## src/rtl/pll_phase_step_ctrl.sv

```systemverilog
`timescale 1ns/1ps
`default_nettype none
// ============================================================================
// Module      : pll_phase_step_ctrl
// Description : Drives the dynamic phase-adjust pins of a CCC/PLL wrapper.
//               Accepts step requests over valid/ready, issues a timed
//               PHASE_ROTATE pulse train, strobes LOAD_PHASE_N, tracks the
//               phase position of OUT0/OUT2/OUT3 and aborts on lock loss.
// Revision    : 1.0 - initial release
// ============================================================================
module pll_phase_step_ctrl #(
    parameter int STEP_W       = 8,
    parameter int PHASE_RES    = 8,
    parameter int SETUP_CYC    = 2,
    parameter int ROT_HIGH_CYC = 2,
    parameter int ROT_GAP_CYC  = 4,
    parameter int LOAD_LOW_CYC = 2,
    localparam int PW          = $clog2(PHASE_RES)
) (
    input  logic              clk,
    input  logic              reset,
    input  logic              req_valid,
    output logic              req_ready,
    input  logic [1:0]        req_out_sel,
    input  logic              req_direction,
    input  logic [STEP_W-1:0] req_steps,
    input  logic              pll_lock,
    output logic              phase_out0_sel,
    output logic              phase_out2_sel,
    output logic              phase_out3_sel,
    output logic              phase_direction,
    output logic              phase_rotate,
    output logic              load_phase_n,
    output logic              rsp_valid,
    output logic              rsp_err,
    output logic [STEP_W-1:0] rsp_steps_done,
    output logic [PW-1:0]     pos0,
    output logic [PW-1:0]     pos2,
    output logic [PW-1:0]     pos3,
    output logic              busy
);

    localparam logic [2:0] S_IDLE    = 3'd0;
    localparam logic [2:0] S_SETUP   = 3'd1;
    localparam logic [2:0] S_ROT_HI  = 3'd2;
    localparam logic [2:0] S_ROT_GAP = 3'd3;
    localparam logic [2:0] S_LOAD    = 3'd4;
    localparam logic [2:0] S_RESP    = 3'd5;

    // Counter reload values: each timed state runs until the counter hits 0.
    localparam logic [3:0] SETUP_LD = 4'(SETUP_CYC - 1);
    localparam logic [3:0] HIGH_LD  = 4'(ROT_HIGH_CYC - 1);
    localparam logic [3:0] GAP_LD   = 4'(ROT_GAP_CYC - 1);
    localparam logic [3:0] LOAD_LD  = 4'(LOAD_LOW_CYC - 1);

    logic [2:0]        state;
    logic [2:0]        state_nx;
    logic [3:0]        cnt;
    logic [3:0]        cnt_nx;
    logic              err_flag;
    logic              err_nx;
    logic [1:0]        cap_sel;
    logic              cap_dir;
    logic [STEP_W-1:0] cap_steps;
    logic [STEP_W-1:0] steps_done;
    logic              accept;
    logic              enter_rot;
    logic              pins_active;
    logic [PW-1:0]     pos_delta;

    assign accept      = (state == S_IDLE) && req_valid;
    assign enter_rot   = (state_nx == S_ROT_HI) && (state != S_ROT_HI);
    assign pins_active = (state == S_SETUP) || (state == S_ROT_HI) ||
                         (state == S_ROT_GAP) || (state == S_LOAD);
    // Advance adds one position, retard adds all-ones (i.e. subtracts one).
    assign pos_delta   = cap_dir ? PW'(1) : {PW{1'b1}};

    // Next-state, duration counter and error-flag selection; lock loss wins
    // over every timed transition.
    always_comb begin
        state_nx = state;
        cnt_nx   = cnt;
        err_nx   = err_flag;
        case (state)
            S_IDLE: begin
                if (req_valid) begin
                    if ((req_out_sel == 2'd3) || !pll_lock) begin
                        state_nx = S_RESP;
                        err_nx   = 1'b1;
                    end else if (req_steps == '0) begin
                        state_nx = S_RESP;
                        err_nx   = 1'b0;
                    end else begin
                        state_nx = S_SETUP;
                        cnt_nx   = SETUP_LD;
                        err_nx   = 1'b0;
                    end
                end
            end
            S_SETUP, S_ROT_HI, S_ROT_GAP, S_LOAD: begin
                if (!pll_lock) begin
                    state_nx = S_RESP;
                    err_nx   = 1'b1;
                end else if (cnt != 4'd0) begin
                    cnt_nx = cnt - 4'd1;
                end else begin
                    case (state)
                        S_SETUP: begin
                            state_nx = S_ROT_HI;
                            cnt_nx   = HIGH_LD;
                        end
                        S_ROT_HI: begin
                            state_nx = S_ROT_GAP;
                            cnt_nx   = GAP_LD;
                        end
                        S_ROT_GAP: begin
                            if (steps_done < cap_steps) begin
                                state_nx = S_ROT_HI;
                                cnt_nx   = HIGH_LD;
                            end else begin
                                state_nx = S_LOAD;
                                cnt_nx   = LOAD_LD;
                            end
                        end
                        default: state_nx = S_RESP;
                    endcase
                end
            end
            S_RESP:  state_nx = S_IDLE;
            default: state_nx = S_IDLE;
        endcase
    end

    // FSM state, captured request fields and step/position tracking.
    always_ff @(posedge clk) begin
        if (reset) begin
            state      <= S_IDLE;
            cnt        <= 4'd0;
            err_flag   <= 1'b0;
            cap_sel    <= 2'd0;
            cap_dir    <= 1'b0;
            cap_steps  <= '0;
            steps_done <= '0;
            pos0       <= '0;
            pos2       <= '0;
            pos3       <= '0;
        end else begin
            state    <= state_nx;
            cnt      <= cnt_nx;
            err_flag <= err_nx;
            if (accept) begin
                cap_sel    <= req_out_sel;
                cap_dir    <= req_direction;
                cap_steps  <= req_steps;
                steps_done <= '0;
            end
            if (enter_rot) begin
                steps_done <= steps_done + 1'b1;
                case (cap_sel)
                    2'd0:    pos0 <= pos0 + pos_delta;
                    2'd1:    pos2 <= pos2 + pos_delta;
                    2'd2:    pos3 <= pos3 + pos_delta;
                    default: ;
                endcase
            end
        end
    end

    // Registered pin and response outputs, decoded from the current state.
    // Ready/busy follow the next state so a request is never offered a
    // ready that the FSM will not honour.
    always_ff @(posedge clk) begin
        if (reset) begin
            req_ready       <= 1'b1;
            busy            <= 1'b0;
            phase_out0_sel  <= 1'b0;
            phase_out2_sel  <= 1'b0;
            phase_out3_sel  <= 1'b0;
            phase_direction <= 1'b0;
            phase_rotate    <= 1'b0;
            load_phase_n    <= 1'b1;
            rsp_valid       <= 1'b0;
            rsp_err         <= 1'b0;
            rsp_steps_done  <= '0;
        end else begin
            req_ready       <= (state_nx == S_IDLE);
            busy            <= (state_nx != S_IDLE);
            phase_out0_sel  <= pins_active && (cap_sel == 2'd0);
            phase_out2_sel  <= pins_active && (cap_sel == 2'd1);
            phase_out3_sel  <= pins_active && (cap_sel == 2'd2);
            phase_direction <= pins_active && cap_dir;
            phase_rotate    <= (state == S_ROT_HI);
            load_phase_n    <= (state != S_LOAD);
            rsp_valid       <= (state == S_RESP);
            if (state == S_RESP) begin
                rsp_err        <= err_flag;
                rsp_steps_done <= steps_done;
            end
        end
    end

endmodule
`default_nettype wire

```

## config.mk

```make
export PLATFORM = sky130hd
export DESIGN_NAME = pll_phase_step_ctrl
export DESIGN_NICKNAME = d
export VERILOG_FILES = /design/src/rtl/pll_phase_step_ctrl.sv
export SDC_FILE = /design/constraint.sdc
export NUM_CORES = 1
export LEC_CHECK = 0
export BUFFER_PORTS_ARGS = -buffer_cell sky130_fd_sc_hd__buf_2
export CAP_MARGIN = 20
export CORE_MARGIN = 1
export CORE_UTILIZATION = 60
export CTS_CLUSTER_SIZE = 24
export DETAILED_ROUTE_END_ITERATION = 10
export HOLD_SLACK_MARGIN = 0.03
export PLACE_DENSITY = 0.84
export SYNTH_ARGS = -nofsm -noshare
export SYNTH_HDL_FRONTEND = slang
export SYNTH_SLANG_ARGS = --single-unit
export TNS_END_PERCENT = 10
```

## constraint.sdc

```tcl
create_clock -name clk -period 4.42 [get_ports clk]
set_input_delay 0 -clock clk [delete_from_list [all_inputs] [get_ports clk]]
set_output_delay 0 -clock clk [all_outputs]
set_load 0.005 [all_outputs]
```

==> flow_metrics.tcl <==
set metrics [dict create \
    htree_levels 2 \
    area_delta_synth_final_pct 15.7 \
    final_common_cell "dfxtp_1" \
    placeableCoreArea_um2 4000 \
    cts_buffers 5 \
    dieArea_um2 4450 \
    crit_path_end_kind "flop" \
    viasPerCell 5.83 \
    ys_seq_elements 54 \
    rows 23 \
    grt_max_degree 51 \
    final_nets 361 \
    routed_wl_um 5390 \
    yosysUniqueCellTypes 43 \
    p_leak_nw 1.22 \
    ios 42 \
    ys.flop_type "dfxtp_1" \
    cts_resized 0 \
    die_h_um 66.7 \
    postSynthCellCount 290 \
    cp_data_arrival_time_ps 2630 \
    dpl.hpwl_um 3730 \
    layout-drive-gt1-share_pct 16.2 \
    antenna_cells 0 \
    worst_slew_pin_slew_ps 870 \
    powerDensity_nw_per_um2 360 \
    start_util_pct 62.8 \
    grt_first_pass_wirelength_um 8870 \
    cts.path.max_buffers 2 \
    crit_required_ps 4620 \
    startpoint_type "flop" \
    path_class "reg -> reg" \
    grt_pass1_vias 1964 \
    cts_tree "built" \
    worstRegToRegCells 5 \
    hold_depth 3 \
    fin_hold_ws_ps 98.1 \
    slew_headroom_pct 42.0 \
    first_pass_iters 4 \
    yosysWarningCount 0 \
    final_antenna_net_count 0 \
    postSynth.asyncResetShare_pct 0 \
    pre_cts_slack_ps 1720 \
    hp-class "in -> reg" \
    syn_nets 317 \
    gp_congestion 0.882 \
    timing.fmax_ghz 0.411 \
    routedWlPerCell_um 14.0 \
    hold_violations 0 \
    io_buffers 41 \
    clock_skew_ps 6.38 \
    cts.sinks 54 \
    drc 0 \
    worstSkewPairLatency_ps 310 \
    vdd_ir_drop_max_mv 0.232 \
    cap_violations 0 \
    overflow 0 \
    antenna_found_initial 0 \
    clkTransAtPathRegs_ps 80 \
    vias 2239 \
    drt_iter0_markers 219 \
    drv_slew 0 \
    crit_path_max_fanout 22 \
    syn_area_um2 2510 \
    final_cell_mix "dfxtp_1 (54), buf_2 (42), nand2_1 (32), nor2_1 (25), a21oi_1 (20)" \
    yosysSeqAreaShare_pct 43.0 \
    status "finished, final reports clean" \
    grt_use_total_pct 26.6 \
    tns_ps 0 \
    die_x_um 66.7 \
    finalSetupViolCount 0 \
    p_total_mw 1.05 \
    synth_enable_flop_cells 0 \
    period_minus_slack_ps 2430 \
    finalWorstSetupSlack_ps 1990 \
    post-route-period-util_pct 55.0 \
    rsz0062_at_grt "false" \
    syn_area_per_cell_um2 8.66 \
    cts-root-buf "clkbuf_8" \
]
## per-layer routing
| layer | up-vias | global-route usage (%) | wire length, um | part of all wire (%) |
|---|---|---|---|---|
| li1 | 1106 | - | - | - |
| met1 | 1061 | 33.8 | 2400 | 45 |
| met2 | 61 | 42.2 | 2650 | 49 |
| met3 | 11 | 6.51 | 217 | 4.0 |
| met4 | 0 | 11.7 | 124 | 2.3 |
| met5 | - | 0 | 0 | 0 |
## path summary, 6_finish.rpt
| check | end | start | slack (ps) |
|---|---|---|---|
| max | cnt[2] | state[2] | 1990 |
| min | state[0] | pll_lock | 100 |
| max reg2reg | cnt[2] | state[2] | 1990 |
| min reg2reg | cap_steps[4] | cap_steps[4] | 460 |
## cells by family (layout without fill, tap and decap cells)
logic type                 after synthesis  count (layout)  synth area share [%]
adders and majority gates               12              12                  6.87
xor gates and xnor gates                 5               5                  1.74
and+or+nand+nor                        119             119                  23.7
DFF                                     54              54                  43.0
buffers and inverters                   30              74                  4.63
AOI/OAI and AO/OA                       57              57                  14.8
muxes                                   13              13                  5.23
## state kept, by name, summed over array words and instances (netlist names), 2 cells and up
register        flops
cap_steps           8
rsp_steps_done      8
steps_done          8
cnt                 4
pos0                3
pos2                3
pos3                3
state               3
cap_sel             2
## cell usage after synthesis (2+ instances only)
cell type	number	area, um^2
nand4_1	5	31.3
nor3_1	8	40.0
or3_1	4	25.0
ha_1	9	113
nor4_1	3	18.8
nor3b_1	2	15.0
xnor2_1	4	35.0
dfxtp_1	54	1080
a21oi_1	20	100
or4_1	2	15.0
a211oi_1	6	45.0
a31oi_1	5	31.3
mux2i_1	12	120
nand2b_1	4	25.0
a211o_1	2	17.5
nor2b_1	3	18.8
nand3_1	18	90.1
buf_2	3	15.0
fa_1	3	60.1
o21ai_0	10	50.1
inv_1	14	52.6
o31ai_1	4	30.0
and2_1	2	12.5
nand2_1	32	120
or2_2	2	12.5
clkbuf_1	13	48.8
nor2_1	25	93.8
o211a_1	2	20.0
nand3b_1	5	37.5
## metrics by stage
stage	area, um^2	util (%)	instances
after floorplan	2510	-	290
after global placement	2720	67.9	365
after detailed placement	2720	67.9	365
after CTS	2900	72.6	383
after global routing	2910	72.7	384
final	2910	72.7	384
## critical path, stage by stage, from the launching register on
cell and delay, ps:
dfxtp_1 400, or4b_1 930, a211o_1 410, nand3_1 190
o21ai_0 130, a32o_1 260
## final cells by class
| cell class | count | area, um^2 |
|---|---|---|
| clock buffer | 7 | 76.3 |
| timing repair buffer | 53 | 320 |
| tap | 50 | 62.6 |
| sequential | 54 | 1080 |
| multi-input combinational | 206 | 1320 |
| inverter | 14 | 52.6 |
| fill | 314 | 1090 |
## where the power goes
part / internal, mW / switching, mW / total, mW
combinational: 0.0919 / 0.141 / 0.232
sequential: 0.522 / 0.0350 / 0.557
clock: 0.109 / 0.148 / 0.257
## what timing repair did
item / in CTS / in global routing
hold buffers: 11 / 0
setup buffers: 0 / 0
hold endpoints to repair: 11 / 0
endpoints found under the setup margin: 0 / 0
(Power assumes the default switching activity.)
